`src/rtl/am_counter_bank.sv`:
```
// Handler/counter bank: per-kernel saturating arrival counters fed by single-beat AM
// notifications, with host-programmable thresholds, level interrupts and an AXI4-Lite control port.
module am_counter_bank #(
    parameter int NUM_KERNELS    = 16,
    parameter int ADDRESS_OFFSET = 0,
    parameter int COUNTER_WIDTH  = 16,
    parameter int ADDR_WIDTH     = 10
) (
    input  logic                    clock,
    input  logic                    reset,

    input  logic [63:0]             axis_handler_tdata,
    input  logic                    axis_handler_tvalid,
    output logic                    axis_handler_tready,
    input  logic                    axis_handler_tlast,

    input  logic [ADDR_WIDTH-1:0]   s_axi_ctrl_bus_awaddr,
    input  logic                    s_axi_ctrl_bus_awvalid,
    output logic                    s_axi_ctrl_bus_awready,
    input  logic [31:0]             s_axi_ctrl_bus_wdata,
    input  logic [3:0]              s_axi_ctrl_bus_wstrb,
    input  logic                    s_axi_ctrl_bus_wvalid,
    output logic                    s_axi_ctrl_bus_wready,
    output logic [1:0]              s_axi_ctrl_bus_bresp,
    output logic                    s_axi_ctrl_bus_bvalid,
    input  logic                    s_axi_ctrl_bus_bready,
    input  logic [ADDR_WIDTH-1:0]   s_axi_ctrl_bus_araddr,
    input  logic                    s_axi_ctrl_bus_arvalid,
    output logic                    s_axi_ctrl_bus_arready,
    output logic [31:0]             s_axi_ctrl_bus_rdata,
    output logic [1:0]              s_axi_ctrl_bus_rresp,
    output logic                    s_axi_ctrl_bus_rvalid,
    input  logic                    s_axi_ctrl_bus_rready,

    output logic [NUM_KERNELS-1:0]  interrupt
);

    localparam int CW    = COUNTER_WIDTH;
    localparam int SUM_W = 34;
    localparam logic [SUM_W-1:0] CNT_MAX = {{(SUM_W-CW){1'b0}}, {CW{1'b1}}};

    // Handshake semantics: a transfer happens on a rising edge where valid and ready are
    // both high; valid holds its payload until then, ready may be given at will.

    // ---------------- state ----------------
    logic [CW-1:0]          count_q   [NUM_KERNELS];
    logic [CW-1:0]          count_nxt [NUM_KERNELS];
    logic [CW-1:0]          thresh_q  [NUM_KERNELS];
    logic [CW-1:0]          thresh_nxt[NUM_KERNELS];
    logic [NUM_KERNELS-1:0] enable_q;
    logic [NUM_KERNELS-1:0] enable_nxt;
    logic [NUM_KERNELS-1:0] irq_cond;
    logic [31:0]            drop_q;
    logic [31:0]            drop_nxt;

    // ---------------- handler stream ----------------
    logic        tready_q;
    logic        first_q;
    logic        beat;
    logic        upd;
    logic        in_range;
    logic [15:0] hid;
    logic [15:0] hinc;
    logic [32:0] hidx;

    assign hid      = axis_handler_tdata[15:0];
    assign hinc     = axis_handler_tdata[31:16];
    assign hidx     = 33'(hid) - 33'(ADDRESS_OFFSET);
    assign in_range = (33'(hid) >= 33'(ADDRESS_OFFSET)) && (hidx < 33'(NUM_KERNELS));
    assign beat     = axis_handler_tvalid && tready_q;
    assign upd      = beat && first_q;

    assign axis_handler_tready = tready_q;

    // Only the first beat of a packet carries a notification; the rest are swallowed.
    always_ff @(posedge clock) begin
        if (reset) begin
            tready_q <= 1'b0;
            first_q  <= 1'b1;
        end else begin
            tready_q <= 1'b1;
            if (beat) begin
                first_q <= axis_handler_tlast;
            end
        end
    end

    // ---------------- write decode ----------------
    logic        aw_w_ready_q;
    logic        bvalid_q;
    logic [1:0]  bresp_q;
    logic        wr_en;
    logic [31:0] wmask;
    logic [31:0] wdata_m;
    logic [31:0] wr_kidx;
    logic [1:0]  wr_reg;
    logic        wr_in_kern;
    logic        wr_is_drop;

    assign wr_en      = aw_w_ready_q && s_axi_ctrl_bus_awvalid && s_axi_ctrl_bus_wvalid;
    assign wmask      = {{8{s_axi_ctrl_bus_wstrb[3]}}, {8{s_axi_ctrl_bus_wstrb[2]}},
                         {8{s_axi_ctrl_bus_wstrb[1]}}, {8{s_axi_ctrl_bus_wstrb[0]}}};
    assign wdata_m    = s_axi_ctrl_bus_wdata & wmask;
    assign wr_kidx    = 32'(s_axi_ctrl_bus_awaddr[ADDR_WIDTH-1:4]);
    assign wr_reg     = s_axi_ctrl_bus_awaddr[3:2];
    assign wr_in_kern = wr_kidx < 32'(NUM_KERNELS);
    assign wr_is_drop = 32'(s_axi_ctrl_bus_awaddr[ADDR_WIDTH-1:2]) == 32'(NUM_KERNELS * 4);

    // ---------------- per-kernel next state ----------------
    for (genvar k = 0; k < NUM_KERNELS; k++) begin : g_kernel
        logic             hit;
        logic             sel;
        logic             cnt_wr;
        logic             thr_wr;
        logic             ctl_wr;
        logic             clr;
        logic [SUM_W-1:0] sum;
        logic [SUM_W-1:0] sub;
        logic [SUM_W-1:0] diff;

        assign hit    = upd && in_range && (hidx == 33'(k));
        assign sel    = wr_en && wr_in_kern && (wr_kidx == 32'(k));
        assign cnt_wr = sel && (wr_reg == 2'd0);
        assign thr_wr = sel && (wr_reg == 2'd1);
        assign ctl_wr = sel && (wr_reg == 2'd2);
        assign clr    = ctl_wr && wdata_m[1];

        // Increment, CLEAR and COUNT-subtract fold into one wide sum clamped to [0, max].
        assign sum  = (clr ? '0 : SUM_W'(count_q[k])) + (hit ? SUM_W'(hinc) : '0);
        assign sub  = cnt_wr ? SUM_W'(wdata_m) : '0;
        assign diff = sum - sub;

        assign count_nxt[k]  = (sub >= sum) ? '0 :
                               (diff > CNT_MAX) ? {CW{1'b1}} : diff[CW-1:0];
        assign thresh_nxt[k] = thr_wr ? wdata_m[CW-1:0] : thresh_q[k];
        assign enable_nxt[k] = ctl_wr ? wdata_m[0] : enable_q[k];
        assign irq_cond[k]   = enable_q[k] && (thresh_q[k] != '0) && (count_q[k] >= thresh_q[k]);
    end

    always_comb begin
        drop_nxt = (wr_en && wr_is_drop) ? '0 : drop_q;
        if (upd && !in_range && (drop_nxt != 32'hFFFF_FFFF)) begin
            drop_nxt = drop_nxt + 32'd1;
        end
    end

    always_ff @(posedge clock) begin
        if (reset) begin
            for (int k = 0; k < NUM_KERNELS; k++) begin
                count_q[k]  <= '0;
                thresh_q[k] <= '0;
            end
            enable_q  <= '0;
            drop_q    <= '0;
            interrupt <= '0;
        end else begin
            for (int k = 0; k < NUM_KERNELS; k++) begin
                count_q[k]  <= count_nxt[k];
                thresh_q[k] <= thresh_nxt[k];
            end
            enable_q  <= enable_nxt;
            drop_q    <= drop_nxt;
            interrupt <= irq_cond;
        end
    end

    // ---------------- read decode ----------------
    logic        arready_q;
    logic        rvalid_q;
    logic [31:0] rdata_q;
    logic [1:0]  rresp_q;
    logic        rd_en;
    logic [31:0] rd_kidx;
    logic [1:0]  rd_reg;
    logic        rd_is_drop;
    logic [31:0] rd_data;
    logic        rd_err;

    assign rd_en      = arready_q && s_axi_ctrl_bus_arvalid;
    assign rd_kidx    = 32'(s_axi_ctrl_bus_araddr[ADDR_WIDTH-1:4]);
    assign rd_reg     = s_axi_ctrl_bus_araddr[3:2];
    assign rd_is_drop = 32'(s_axi_ctrl_bus_araddr[ADDR_WIDTH-1:2]) == 32'(NUM_KERNELS * 4);

    // Reads sample next-state so they see every update landing in the ARREADY cycle.
    always_comb begin
        rd_data = '0;
        rd_err  = 1'b0;
        if (rd_is_drop) begin
            rd_data = drop_nxt;
        end else if (rd_kidx < 32'(NUM_KERNELS)) begin
            for (int k = 0; k < NUM_KERNELS; k++) begin
                if (rd_kidx == 32'(k)) begin
                    case (rd_reg)
                        2'd0:    rd_data = 32'(count_nxt[k]);
                        2'd1:    rd_data = 32'(thresh_nxt[k]);
                        2'd2:    rd_data = {31'b0, enable_nxt[k]};
                        default: rd_data = '0;
                    endcase
                end
            end
        end else begin
            rd_err = 1'b1;
        end
    end

    // ---------------- AXI4-Lite channel registers ----------------
    always_ff @(posedge clock) begin
        if (reset) begin
            aw_w_ready_q <= 1'b0;
            bvalid_q     <= 1'b0;
            bresp_q      <= 2'b00;
            arready_q    <= 1'b0;
            rvalid_q     <= 1'b0;
            rdata_q      <= '0;
            rresp_q      <= 2'b00;
        end else begin
            aw_w_ready_q <= !aw_w_ready_q && s_axi_ctrl_bus_awvalid &&
                            s_axi_ctrl_bus_wvalid && !bvalid_q;
            if (wr_en) begin
                bvalid_q <= 1'b1;
                bresp_q  <= (wr_in_kern || wr_is_drop) ? 2'b00 : 2'b10;
            end else if (bvalid_q && s_axi_ctrl_bus_bready) begin
                bvalid_q <= 1'b0;
            end

            arready_q <= !arready_q && s_axi_ctrl_bus_arvalid && !rvalid_q;
            if (rd_en) begin
                rvalid_q <= 1'b1;
                rdata_q  <= rd_data;
                rresp_q  <= rd_err ? 2'b10 : 2'b00;
            end else if (rvalid_q && s_axi_ctrl_bus_rready) begin
                rvalid_q <= 1'b0;
            end
        end
    end

    assign s_axi_ctrl_bus_awready = aw_w_ready_q;
    assign s_axi_ctrl_bus_wready  = aw_w_ready_q;
    assign s_axi_ctrl_bus_bvalid  = bvalid_q;
    assign s_axi_ctrl_bus_bresp   = bresp_q;
    assign s_axi_ctrl_bus_arready = arready_q;
    assign s_axi_ctrl_bus_rvalid  = rvalid_q;
    assign s_axi_ctrl_bus_rdata   = rdata_q;
    assign s_axi_ctrl_bus_rresp   = rresp_q;

    logic unused_bits;
    assign unused_bits = ^{axis_handler_tdata[63:32], s_axi_ctrl_bus_awaddr[1:0],
                           s_axi_ctrl_bus_araddr[1:0]};

endmodule

```
`config.mk`:
```
export PLATFORM = sky130hd
export DESIGN_NAME = am_counter_bank
export DESIGN_NICKNAME = d
export VERILOG_FILES = /design/src/rtl/am_counter_bank.sv
export SDC_FILE = /design/constraint.sdc
export NUM_CORES = 2
export LEC_CHECK = 0
export ABC_AREA = 1
export CAP_MARGIN = 10
export CORE_MARGIN = 2
export CORE_UTILIZATION = 50
export DETAILED_ROUTE_END_ITERATION = 12
export GPL_TIMING_DRIVEN = 0
export MAX_ROUTING_LAYER = met4
export PLACE_DENSITY_LB_ADDON = 0.3
export SLEW_MARGIN = 10
export SYNTH_ARGS = -nofsm -noshare
export SYNTH_HDL_FRONTEND = slang
export SYNTH_SLANG_ARGS = --single-unit
```
`constraint.sdc`:
```
create_clock -name clock -period 11.79 [get_ports clock]
set_input_delay 2.358 -clock clock [delete_from_list [all_inputs] [get_ports clock]]
set_output_delay 2.358 -clock clock [all_outputs]
set_load 0.02 [all_outputs]
```
==> metrics.txt <==
cell mode on critical path=nand2_1; Final Skew=about 0.038 ns; crit share post-route=between 90% and 100%; Syn. warnings=0; Max Fclk=between 80 and 90 MHz; CP arrival=roughly 12 ns; First-pass DRT Iterations=6; DIE HEIGHT=360 um; failing checks=capacitance limit; final layout net count=11.1k; hold_sp=s_axi_ctrl_bus_arready$_SDFF_PP0_; CP delay by family, top=simple AND/OR/NAND/NOR gates; Clock Pin Slew Worst Setup and Hold Paths=0.06 ns; critical path's slowest cell=clkdlybuf4s50_1; synth unique cells=86; Max Slew Vio Count=0; Core Area=126000 um2; CTS tree=built; Yosys reg bits=just over 600; global-route wire length before repair=~440 mm; Avg Cell Area, Syn=~6.4 um2; layout filler cell count=roughly 13k; clock buffer depth=3; io pins=187; Synth Flop Type=dfxtp_1; area added between synthesis and finish=11.7%; Placed Instances=approximately 12k; Non-Filler Instances=about 12k; 1st-iter DRT viols=roughly 10k; CP peak stage delay=~0.45 ns; Hold Path Sink=s_axi_ctrl_bus_arready$_SDFF_PP0_; # rows=130; Worst slew margin=less than 1%; routed len/inst=about 26 um; Setup violations, final=0; Starting Density=50.4%; Final Hold Viols=0; clock latency on the worst-skew pair=approximately 0.73 ns; crit path kind=in -> reg; number of synthesized flops with an enable pin=0; via density per instance=about 6; Reg2Reg Setup Slack=about 2.1 ns; largest net degree at the start of global routing=14; TritonCTS Sinks=~620; Power Dens Cells=between 200 and 250 nW/um2; via count=around 71k; remaining global-route overflow=0; RSZ-0062 raised after global routing=true; Simple-Gate Fraction of Synth Area=a little over a quarter; most frequent cells in the layout=nand2_1, nor2_1, inv_1; Synth Area in Compound Gates=between 10% and 20%; measured slew at the worst slew-check pin=about 1.5 ns; R2R Path Start=s_axi_ctrl_bus_awready$_SDFF_PP0_; largest family of logic cells by synthesized area=simple AND/OR/NAND/NOR gates; Hold Path Depth=1; Synth Instances=~9.9k; Hold Path Class=reg -> reg; Overall Global Routing Usage=a little under half; cell taking the most area after synthesis=dfxtp_1; total wire length=310 mm; Syn Std Cell Area=around 63000 um2; TritonCTS Buffers=77; post-synth top area share=between 15 and 20%; outcome=finished with violations; DRC violations left=0; die span in x=around 360 um; Placement Setup Slack=-2.19 ns; cts-stage hold buffer count=0; Antenna Nets Post-Route=0; layout cells sized above 1=roughly 5.4%; clock root buffer=clkbuf_16; initial antenna violation count=26; Leak=33.0 nW; CTS HTree Levels=3; Post-Synth Adder-Cell Area=16.5%; largest cells by area after synthesis=dfxtp_1, ha_1, nand2_1; CP Capture Type=flip-flop; xor and xnor fraction of the mapped netlist area=6.53%; CP Launch Point=axis_handler_tdata[10]; clock period minus worst slack=~11 ns; final setup margin=~0.32 ns; final design utilization=56.3%; asr flop ratio synth=0%; reg2reg end=s_axi_ctrl_bus_rdata[1]$_SDFFE_PP0P_; sequential fraction of the synthesis area=19.5%; worst vdd ir=approximately 210 uV; routability cong.=roughly 1.1; worst path bufs/invs=7; Final HPWL DP=around 240 mm; commonest non-fill, non-tap cell in the layout=nand2_1; Worst Path Max Fanout=10; CP required=approximately 12 ns; max_cap viols=1; vias in the first global route=64.9k; Port Buffer Count=143; cell depth of the worst flop-to-flop path=58; die area=between 100000 and 150000 um2; mux share of post-synthesis cell area=0%; Worst setup SP type=primary input
==> per-stage QoR <==
step	hold WS, ns	cell area, um2	TNS [ns]	power [W]
final	0.444	70700	0	0.0154
after global routing	0.468	70600	-0.0386	0.0164
after CTS	0.443	70200	0	0.0150
after detailed placement	0.435	67500	-23.13	0.0124
after global placement	0.425	66800	-30.30	0.0122
after floorplan	0.428	63300	0	0.00953
==> routing by layer <==
metal	up-vias	part of all wire, %	global-route usage (%)
met5	-	0	-
met4	0	7.5	30.0
met3	904	13	13.7
met2	4191	39	65.3
met1	33000	40	60.4
li1	32800	-	-
==> cell families (layout without fill, tap and decap cells) <==
family	after synthesis	after routing
compound gates	2056	2056
xor+xnor	472	472
fa+ha+maj	817	817
buf+inv	1928	2248
flops	616	616
other cells	1	30
simple gates	3980	3980
==> power breakdown <==
part | internal [W] | switching [W]
registers | 0.00248 | 0.000259
logic | 0.00347 | 0.00664
clock network | 0.00144 | 0.00114
total | 0.00740 | 0.00804
==> how the worst max path moves through the flow <==
stage                                                  to  depth (start not counted)
floorplan            s_axi_ctrl_bus_rdata[3]$_SDFFE_PP0P_                         60
global placement    s_axi_ctrl_bus_rdata[15]$_SDFFE_PP0P_                         47
detailed placement  s_axi_ctrl_bus_rdata[15]$_SDFFE_PP0P_                         47
CTS                  s_axi_ctrl_bus_rdata[2]$_SDFFE_PP0P_                         57
global route        s_axi_ctrl_bus_rdata[13]$_SDFFE_PP0P_                         66
finish              s_axi_ctrl_bus_rdata[13]$_SDFFE_PP0P_                         66
==> synthesized netlist by cell type, types with 16 or more instances <==
cell	n
a21o_1	37
o21ai_1	122
nor2_1	1515
nand4_1	110
o221ai_1	81
ha_1	785
inv_1	1483
xnor2_1	141
a211oi_1	23
o21ai_2	16
o21ai_0	535
nand3_1	253
nor4_1	105
clkbuf_1	287
a21oi_1	720
nor3_1	58
o21a_1	63
buf_1	16
a31oi_1	24
clkinv_1	17
nand3b_1	17
o21bai_1	139
inv_2	23
a21boi_0	29
a21boi_1	23
dfxtp_1	616
xor2_1	331
a41oi_1	32
o22ai_1	84
buf_4	24
o211ai_1	35
nand2_1	1806
buf_2	46
fa_1	32
==> registers in the layout, summed over array words and instances (netlist names) <==
name / flops
count_q: 256
thresh_q: 256
drop_q: 32
s_axi_ctrl_bus_rdata: 32
enable_q: 16
interrupt: 16
axis_handler_tready: 1
first_q: 1
s_axi_ctrl_bus_arready: 1
s_axi_ctrl_bus_awready: 1
s_axi_ctrl_bus_bresp: 1
s_axi_ctrl_bus_bvalid: 1
s_axi_ctrl_bus_rresp: 1
s_axi_ctrl_bus_rvalid: 1
==> repair_timing <==
item | in CTS | in global routing
resized for setup | 16 | 114
endpoints found under the setup margin | 16 | 16
setup buffers | 0 | 11
pin swaps | 0 | 12
==> worst reg2reg max path, delay by kind of cell (launching register included) <==
kind            cells  cell delay [ns]
simple gates       40             5.84
fa+ha+maj           3             1.02
xor+xnor            1             0.17
compound gates     10             1.48
buf+inv             4             0.59
flops               1             0.45
==> final cells by class <==
cell class / instances / area [um2] / area share (%)
flip-flops and latches: 616 / 12300 / 17.5
clock buffers: 102 / 2190 / 3.10
repair buffers: 180 / 2140 / 3.03
clock inverters: 39 / 472 / 0.668
diodes: 28 / 70.1 / 0.0992
well taps: 1650 / 2060 / 2.92
plain buffers: 401 / 1920 / 2.72
inverters: 1526 / 5740 / 8.13
multi-input cells: 7327 / 43700 / 61.9
(Power assumes the default switching activity.)
